File: src/rtl/imem_program_loader.sv
// -----------------------------------------------------------------------------
// imem_program_loader
//
// Loads a program from a host byte stream into the instruction memory of the
// RV32I core and keeps the core in reset until the load has succeeded.
//
// Stream format: 2-byte little-endian word count LEN, then LEN words of 4 bytes.
// Each word arrives little-endian (byte0 -> [7:0] ... byte3 -> [31:24]).
// Word i is written to IMEM word address i.
//
// Ports
//   clk         system clock, all logic on posedge
//   reset       synchronous, active-high
//   start       1-cycle pulse, begins a (re)load from IDLE / DONE / ERR
//   in_valid    host byte valid
//   in_data     host byte
//   in_ready    loader accepts a byte this cycle (combinational from state)
//   imem_we     IMEM write strobe, one cycle per word
//   imem_addr   IMEM word address
//   imem_wdata  IMEM write data
//   cpu_reset   core reset; low only after a successful load
//   busy        header or data phase in progress
//   done        level, load completed
//   error       level, bad header (LEN == 0 or LEN > 2**ADDR_W)
// -----------------------------------------------------------------------------
module imem_program_loader #(
  parameter int ADDR_W = 8
) (
  input  logic              clk,
  input  logic              reset,
  input  logic              start,
  input  logic              in_valid,
  input  logic [7:0]        in_data,
  output logic              in_ready,
  output logic              imem_we,
  output logic [ADDR_W-1:0] imem_addr,
  output logic [31:0]       imem_wdata,
  output logic              cpu_reset,
  output logic              busy,
  output logic              done,
  output logic              error
);

  typedef enum logic [2:0] {
    S_IDLE,
    S_HDR,
    S_DATA,
    S_DONE,
    S_ERR
  } state_t;

  // Largest legal LEN; 17 bits so that ADDR_W = 16 still fits.
  localparam logic [16:0] MAX_LEN = 17'(1) << ADDR_W;

  state_t            state;
  state_t            next_state;
  logic [1:0]        byte_cnt;
  logic [7:0]        len_lo;
  logic [15:0]       len;
  logic [ADDR_W:0]   word_idx;   // one extra bit so LEN = 2**ADDR_W is reachable
  logic [23:0]       partial;    // bytes 0..2 of the word being assembled
  logic              last_pend;  // final word's write is on the bus this cycle
  logic              accept;
  logic [15:0]       hdr_len;
  logic              len_bad;
  logic [16:0]       idx_next;

  always_comb begin
    // NOTE: every always_comb output gets a default first so no path leaves it
    // unassigned; otherwise synthesis infers a latch.
    in_ready   = (state == S_HDR) || (state == S_DATA);
    accept     = in_valid && in_ready;
    hdr_len    = {in_data, len_lo};
    len_bad    = (hdr_len == 16'd0) || ({1'b0, hdr_len} > MAX_LEN);
    idx_next   = 17'(word_idx) + 17'd1;
    next_state = state;
    case (state)
      S_IDLE, S_DONE, S_ERR: if (start) next_state = S_HDR;
      S_HDR:  if (accept && byte_cnt == 2'd1) next_state = len_bad ? S_ERR : S_DATA;
      // Leave DATA only after the last write cycle, so done follows that write.
      S_DATA: if (last_pend) next_state = S_DONE;
      default: next_state = S_IDLE;
    endcase
  end

  // NOTE: sequential state uses non-blocking assignments so every register
  // samples pre-edge values, regardless of statement order.
  always_ff @(posedge clk) begin
    if (reset) state <= S_IDLE;
    else       state <= next_state;
  end

  always_ff @(posedge clk) begin
    if (reset) begin
      imem_we    <= 1'b0;
      imem_addr  <= '0;
      imem_wdata <= '0;
      cpu_reset  <= 1'b1;
      busy       <= 1'b0;
      done       <= 1'b0;
      error      <= 1'b0;
      byte_cnt   <= '0;
      len_lo     <= '0;
      len        <= '0;
      word_idx   <= '0;
      partial    <= '0;
      last_pend  <= 1'b0;
    end else begin
      // Flags are decoded from the upcoming state so they change on the same
      // edge as the state (e.g. start in DONE re-asserts cpu_reset at once).
      imem_we   <= 1'b0;
      cpu_reset <= (next_state != S_DONE);
      busy      <= (next_state == S_HDR) || (next_state == S_DATA);
      done      <= (next_state == S_DONE);
      error     <= (next_state == S_ERR);

      case (state)
        S_HDR: begin
          if (accept) begin
            if (byte_cnt == 2'd0) begin
              len_lo   <= in_data;
              byte_cnt <= 2'd1;
            end else begin
              len      <= hdr_len;
              byte_cnt <= 2'd0;
            end
          end
        end
        S_DATA: begin
          // Bytes offered while the final write is pending are not part of the load.
          if (accept && !last_pend) begin
            byte_cnt <= byte_cnt + 2'd1;
            case (byte_cnt)
              2'd0: partial[7:0]   <= in_data;
              2'd1: partial[15:8]  <= in_data;
              2'd2: partial[23:16] <= in_data;
              default: begin
                imem_we    <= 1'b1;
                imem_addr  <= word_idx[ADDR_W-1:0];
                imem_wdata <= {in_data, partial};
                word_idx   <= idx_next[ADDR_W:0];
                if (idx_next == {1'b0, len}) last_pend <= 1'b1;
              end
            endcase
          end
        end
        default: begin
          // IDLE / DONE / ERR: start every load from a clean slate.
          byte_cnt  <= '0;
          len_lo    <= '0;
          len       <= '0;
          word_idx  <= '0;
          partial   <= '0;
          last_pend <= 1'b0;
        end
      endcase
    end
  end

endmodule

File: config.mk
export PLATFORM = sky130hd
export DESIGN_NAME = imem_program_loader
export DESIGN_NICKNAME = d
export VERILOG_FILES = /design/src/rtl/imem_program_loader.sv
export SDC_FILE = /design/constraint.sdc
export NUM_CORES = 1
export LEC_CHECK = 0
export CORE_AREA = 10 10 102 104
export CTS_CLUSTER_SIZE = 12
export DETAILED_ROUTE_END_ITERATION = 10
export DIE_AREA = 0 0 112 114
export PLACE_DENSITY = 0.78
export SETUP_SLACK_MARGIN = 0.3
export SLEW_MARGIN = 15
export SYNTH_ARGS = -nofsm -noshare
export SYNTH_HDL_FRONTEND = slang
export SYNTH_SLANG_ARGS = --single-unit
File: constraint.sdc
create_clock -name clk -period 2.15 [get_ports clk]
set_clock_uncertainty 0.05 [all_clocks]
set_input_delay 0.43 -clock clk [delete_from_list [all_inputs] [get_ports clk]]
set_output_delay 0.43 -clock clk [all_outputs]
set_load 0.1 [all_outputs]
==> results of run 1 <==
==> area by class of cell <==
class                      instances  area, sq um
inverter                          10         41.3
clock buffer                       9          124
timing repair buffer              91          762
multi-input combinational        383         2250
sequential                       108         2180
fill                             687         2890
tap                              108          135
clock inverter                     7         80.1
==> logic make-up after synthesis <==
family,count (synthesis),share of synthesized area [%]
AO/OA/AOI/OAI,114,15.4
XOR/XNOR,12,2.33
adder cells (fa/ha/maj),5,1.39
buffers and inverters,45,4.03
flip-flops,108,48.0
multiplexers,19,4.25
AND/OR/NAND/NOR,233,24.6
==> synth_stat cells (3+ instances only) <==
cell type	number
and2_1	9
nand2_1	104
ha_1	5
nand3_1	20
nand4_1	5
o21ai_1	12
inv_1	9
o31ai_1	3
nand2b_1	10
mux2i_1	18
nor3_1	8
xor2_1	4
a21oi_1	61
dfxtp_1	108
buf_2	10
a22oi_1	18
nor2b_1	3
clkbuf_1	24
xnor2_1	8
and3_1	6
nor2_1	48
==> critical path, cell delays in order (launching register included) <==
cell,delay (ps)
dfxtp_2,350
or4_4,570
or3_4,400
a41oi_2,170
buf_4,150
nor3_2,40
nor3_2,190
==> layer usage <==
metal,up-vias,track usage [%]
met5,-,0
met4,0,6.35
met3,18,5.35
met2,135,31.2
met1,1931,21.5
li1,1963,-
==> registers in the layout, summed over array words and instances (netlist names) <==
name / count
imem_wdata: 32
imem_we: 1
len_lo: 8
state: 3
byte_cnt: 2
busy: 1
partial: 24
imem_addr: 8
last_pend: 1
cpu_reset: 1
word_idx: 9
done: 1
error: 1
len: 16
==> per-stage QoR <==
stage	instances	setup WS [ps]	area, sq um
2_1_floorplan	536	164	4510
3_3_place_gp	693	-444	5200
3_5_place_dp	693	-483	5200
4_1_cts	716	170	5530
5_1_grt	716	81.6	5570
6_report	716	133	5570
==> where the power goes <==
part           total (W)  switching (W)  internal (W)
Clock            0.00125       0.000782      0.000464
Sequential       0.00204      0.0000178       0.00202
Combinational   0.000326       0.000198      0.000128
Total            0.00361       0.000998       0.00261
==> how the worst min path moves through the flow <==
stage	slack, ps	cells past startpoint	to	start
finish	380	2	state[0]$_SDFF_PP0_	reset
global route	380	4	partial[14]$_SDFFE_PP0P_	in_data[6]
CTS	350	2	state[0]$_SDFF_PP0_	reset
detailed placement	390	2	imem_wdata[6]$_SDFFE_PP0P_	partial[6]$_SDFFE_PP0P_
global placement	390	2	len[10]$_SDFFE_PP0P_	len[10]$_SDFFE_PP0P_
floorplan	380	2	imem_wdata[0]$_SDFFE_PP0P_	partial[0]$_SDFFE_PP0P_
==> what timing repair did <==
action / in CTS / in global routing
endpoints found under the hold margin: 0 / 0
pin swaps: 13 / 7
resized for setup: 39 / 13
buffers inserted: 7 / 0
setup endpoints to repair: 62 / 79
==> flow_metrics.py, run 1 <==
metrics = {
    "detailed_routing": {
        "wire_per_inst_um": 16.6,
        "firstDrtPassIters": 5,
        "drt_iter0_markers": 292,
        "met2WireLength_mm": 5.91,
        "viasPerCell": 5.65,
        "top_layer_used": "met4",
        "routed_wirelength_mm": 11.9,
        "vias": 4047,
        "wl_met1_mm": 4.95,
        "drc": 0,
        "antenna_left": 0,
        "wl_met3_um": 786,
    },
    "synth": {
        "synth_ff_type": "dfxtp_1",
        "ys_warn_count": 0,
        "yosys.area.top_type_share_pct": 48.0,
        "synth-edff-count": 0,
        "ys_seq_area_share_pct": 48.0,
        "avgSynthCellArea_sq_um": 8.41,
        "async_flop_share_pct": 0,
        "ys_ff_latch": 108,
        "synth_cells": 536,
        "synth_area_sq_mm": 0.00451,
        "synth_top_cell_by_area": "dfxtp_1",
        "synth_cell_types": 55,
        "syn-num-nets": 553,
        "ys_top_cells_by_area": "dfxtp_1 (48%), nand2_1 (8.7%), a21oi_1 (6.8%), mux2i_1 (4.0%), nor2_1 (4.0%)",
    },
    "power": {
        "ir_worst_vdd_mv": 0.523,
        "power.density_mw_per_mm2": 648,
        "power_w": 0.00361,
        "p_leak_nw": 2.17,
    },
    "layout": {
        "final_common_cell": "nand2_1",
        "syn2layout_area_growth_pct": 23.7,
        "drive_above_1_share_pct": 23.4,
        "final_core_util_pct": 65.8,
        "diodes": 0,
        "nNetsFinal": 620,
        "layout_common_cells": "nand2_1 (103), dfxtp_1 (97), buf_4 (75)",
    },
    "critical_path": {
        "r2r_end": "busy$_SDFF_PP0_",
        "cp.required_ps": 2390,
        "crit_end": "busy$_SDFF_PP0_",
        "cp_max_fo": 2,
        "ff2ff_path_depth": 6,
        "startpoint": "len_lo[3]$_SDFFE_PP0P_",
        "worst_setup_path_start_kind": "flop",
        "critPathCaptureType": "flop",
        "r2r_setup_slack_ps": 130,
        "critical_path_class": "reg -> reg",
        "cp.arrival_ps": 2250,
        "r2r_start": "len_lo[3]$_SDFFE_PP0P_",
    },
    "global_route": {
        "grt_usage_pct": 18.3,
        "antenna_found_initial": 0,
        "grt_start_max_net_pins": 90,
        "overflow": 0,
        "grt_pass1_vias": 3991,
        "grt_pass1_wl_mm": 19.7,
    },
    "cts": {
        "insertion_delay_ps": 380,
        "path_clk_slew_ps": 120,
        "clock-sinks": 108,
        "numCtsBuffers": 9,
        "clk_path_buf_depth": 2,
        "cts_root_buffer": "clkbuf_8",
        "cts_tree": "yes",
        "hold_buffers": 0,
        "htreeDepth": 3,
    },
    "sta": {
        "setup_tns_ps": 0,
        "drv_slew": 0,
        "hold_viol_final": 0,
        "max_clock_freq_ghz": 0.496,
        "fin_crit_ps": 2020,
        "setup_viol": 0,
        "slew_headroom_pct": 73.3,
        "tightest_slew_ps": 398,
        "fin_hold_ws_ps": 383,
        "period_share_pct": 93.8,
        "rsz0062_at_grt": "yes",
    },
    "placement": {
        "portBuffers": 57,
        "gp_congestion": 0.881,
        "post-dp-hpwl_mm": 8.15,
    },
    "floorplanning": {
        "start_util_pct": 53.2,
        "num_rows": 34,
        "die-area_sq_mm": 0.0128,
        "die_w_um": 112,
        "dieHeight_um": 114,
        "core_sq_mm": 0.00847,
        "io-pin-count": 58,
    },
    "run": {
        "maxCapViolCount": 0,
    },
    "worst_hold_path": {
        "hp-class": "in -> reg",
    },
    "status": {
        "status": "complete, no violations",
    },
}
No activity file was read; power rests on OpenSTA's default activity.
==> inputs of run 2 (changes only) <==
CAP_MARGIN = 20   (was unset)
==> results of run 2 <==
The final DEF is identical to that of run 1; final timing and power are the same.
==> inputs of run 3 (changes only) <==
CORE_AREA = 10 10 107 109   (was 10 10 102 104)
DIE_AREA = 0 0 117 119   (was 0 0 112 114)
PLACE_DENSITY = 0.74   (was 0.78)
REMOVE_ABC_BUFFERS = 1   (was unset)
SLEW_MARGIN = 10   (was 15)
clock period = 1.62 ns   (was 2.15 ns; I/O delays follow)
==> flow_metrics.py, run 3 (synthesized netlist as in run 1, its figures left out) <==
metrics = {
    "floorplanning": {
        "dieHeight_um": 119,
        "die-area_sq_mm": 0.0139,
        "core_sq_mm": 0.00946,
        "io-pin-count": 58,
        "start_util_pct": 47.6,
        "num_rows": 36,
        "die_w_um": 117,
    },
    "layout": {
        "layout_common_cells": "buf_4 (76), buf_12 (55), dfxtp_1 (54)",
        "nNetsFinal": 708,
        "reg_top3": "imem_wdata (32), partial (24), len (16)",
        "diodes": 0,
        "syn2layout_area_growth_pct": 77.0,
        "largest_register": "imem_wdata",
        "drive_above_1_share_pct": 58.8,
        "largest_reg_flops": 32,
        "final_common_cell": "buf_4",
        "fillers": 418,
        "seq_area_sq_mm": 0.00228,
        "design_area_sq_mm": 0.00798,
        "multiInputGateArea_sq_mm": 0.00301,
    },
    "sta": {
        "drv_slew": 0,
        "fin_crit_ps": 2060,
        "max_clock_freq_ghz": 0.485,
        "rsz0062_at_grt": "yes",
        "slew_headroom_pct": 66.4,
        "finalWorstSetupSlack_ps": -443,
        "setup_viol": 105,
        "tightest_slew_ps": 504,
        "period_share_pct": 127,
        "hold_viol_final": 0,
    },
    "cts": {
        "clock-sinks": 108,
        "insertion_delay_ps": 390,
        "htreeDepth": 3,
        "cts_tree": "yes",
        "numCtsBuffers": 9,
        "hold_buffers": 0,
        "path_clk_slew_ps": 120,
        "clk_path_buf_depth": 2,
        "cts_root_buffer": "clkbuf_8",
    },
    "critical_path": {
        "r2r_end": "busy$_SDFF_PP0_",
        "r2r_setup_slack_ps": -420,
        "ff2ff_path_depth": 6,
        "cp_cell_sequence": "clkdlybuf4s15_2, or4_4, nor4_4, buf_4, a41oi_2, or2_1, buf_4, nor3_1",
        "critical_path_class": "in -> reg",
        "crit_path_top_delay_cell": "or4_4",
        "worst_setup_path_start_kind": "primary input",
        "crit_buf_inv": 3,
        "cp.arrival_ps": 2310,
        "cp_top_family": "simple AND/OR/NAND/NOR gates",
        "r2r_start": "len_lo[6]$_SDFFE_PP0P_",
        "cp_max_fo": 2,
        "critPathMaxStageDelay_ps": 570,
        "cp.required_ps": 1870,
        "crit_top_cell": "buf_4",
        "critPathCaptureType": "flop",
    },
    "detailed_routing": {
        "drt_iter0_markers": 507,
        "firstDrtPassIters": 8,
        "antenna_left": 0,
        "drc": 0,
        "routed_wirelength_mm": 18.8,
        "wl_met1_mm": 6.53,
        "viasPerCell": 6.01,
        "top_layer_used": "met4",
        "met2WireLength_mm": 9.40,
        "vias": 4870,
        "wl_met3_mm": 1.62,
        "wire_per_inst_um": 23.2,
    },
    "worst_hold_path": {
        "hold_path_end": "last_pend$_SDFFE_PP0P_",
        "hold_path_depth": 4,
        "min-delay-start": "reset",
        "hp-class": "in -> reg",
    },
    "placement": {
        "gp_congestion": 0.930,
        "portBuffers": 57,
        "dpl-instance-area_sq_mm": 0.00608,
        "dpl_worst_slack_ps": -975,
        "post-dp-hpwl_mm": 8.53,
    },
    "power": {
        "power_w": 0.00497,
        "p_leak_nw": 3.15,
        "ir_worst_vdd_mv": 0.746,
        "power.density_mw_per_mm2": 623,
    },
    "global_route": {
        "grt_pass1_vias": 4858,
        "grt_pass1_wl_mm": 26.2,
        "antenna_found_initial": 0,
        "grt_usage_pct": 23.4,
        "overflow": 0,
        "grt_start_max_net_pins": 99,
    },
    "status": {
        "status": "complete, but fails checks",
        "violations": "negative setup slack",
    },
    "run": {
        "maxCapViolCount": 0,
    },
}
## run 3: cell count changes in the layout (fill, tap and decap cells not counted), sizes merged
cell           before  now
buf                84  169
dlygate4sd2         0    4
clkbuf              9   12
clkinv              3    1
clkdlybuf4s50       6    5
inv                12   11
## run 3: layout make-up
cell class | instances | share of cell area [%]
repair buffers | 179 | 29.1
inverters | 10 | 0.471
flip-flops and latches | 108 | 28.6
multi-input cells | 383 | 37.8
well taps | 114 | 1.79
clock inverters | 4 | 0.408
clock buffers | 12 | 1.82
## run 3: tightest hold or removal path, stage by stage
cell     delay, ps
buf_2          190
nor3_1         100
nand2_1         70
o31ai_1         70
## run 3: repair_timing
action,in CTS,in global routing
buffers inserted,21,25
pin swaps,114,26
cloned,9,1
setup endpoints to repair,149,143
resized for setup,255,84
## run 3: power breakdown
group	leakage, nW	internal (W)	switching [W]
clock	0.0832	0.000614	0.00100
combinational	2.16	0.000291	0.000393
sequential	0.905	0.00264	0.0000228
## run 3: layer usage
layer	track usage [%]	up-vias
met4	6.96	0
met2	40.8	306
met5	0	-
met3	6.17	108
li1	-	2146
met1	27.2	2310
## run 3: worst max-delay path by stage
stage / startpoint / endpoint / slack, ps / depth (start not counted)
6_report: in_data[1] / done$_SDFF_PP0_ / -440 / 8
3_5_place_dp: in_data[1] / cpu_reset$_SDFF_PP1_ / -980 / 6
2_1_floorplan: state[1]$_SDFF_PP0_ / word_idx[6]$_SDFFE_PP0P_ / -1040 / 5
5_1_grt: in_data[1] / done$_SDFF_PP0_ / -470 / 8
3_3_place_gp: in_data[1] / cpu_reset$_SDFF_PP1_ / -960 / 6
4_1_cts: len_lo[0]$_SDFFE_PP0P_ / cpu_reset$_SDFF_PP1_ / -340 / 5
## run 3: per-stage QoR
step | utilization [%] | instances | hold slack, ps | setup TNS (ps)
final | 84.3 | 810 | 369 | -16810
after global routing | 84.3 | 810 | 402 | -19820
after CTS | 79.2 | 784 | 351 | -7020
after detailed placement | 64.2 | 738 | 399 | -41280
after global placement | 64.2 | 738 | 393 | -37920
after floorplan | - | 501 | 343 | -61540
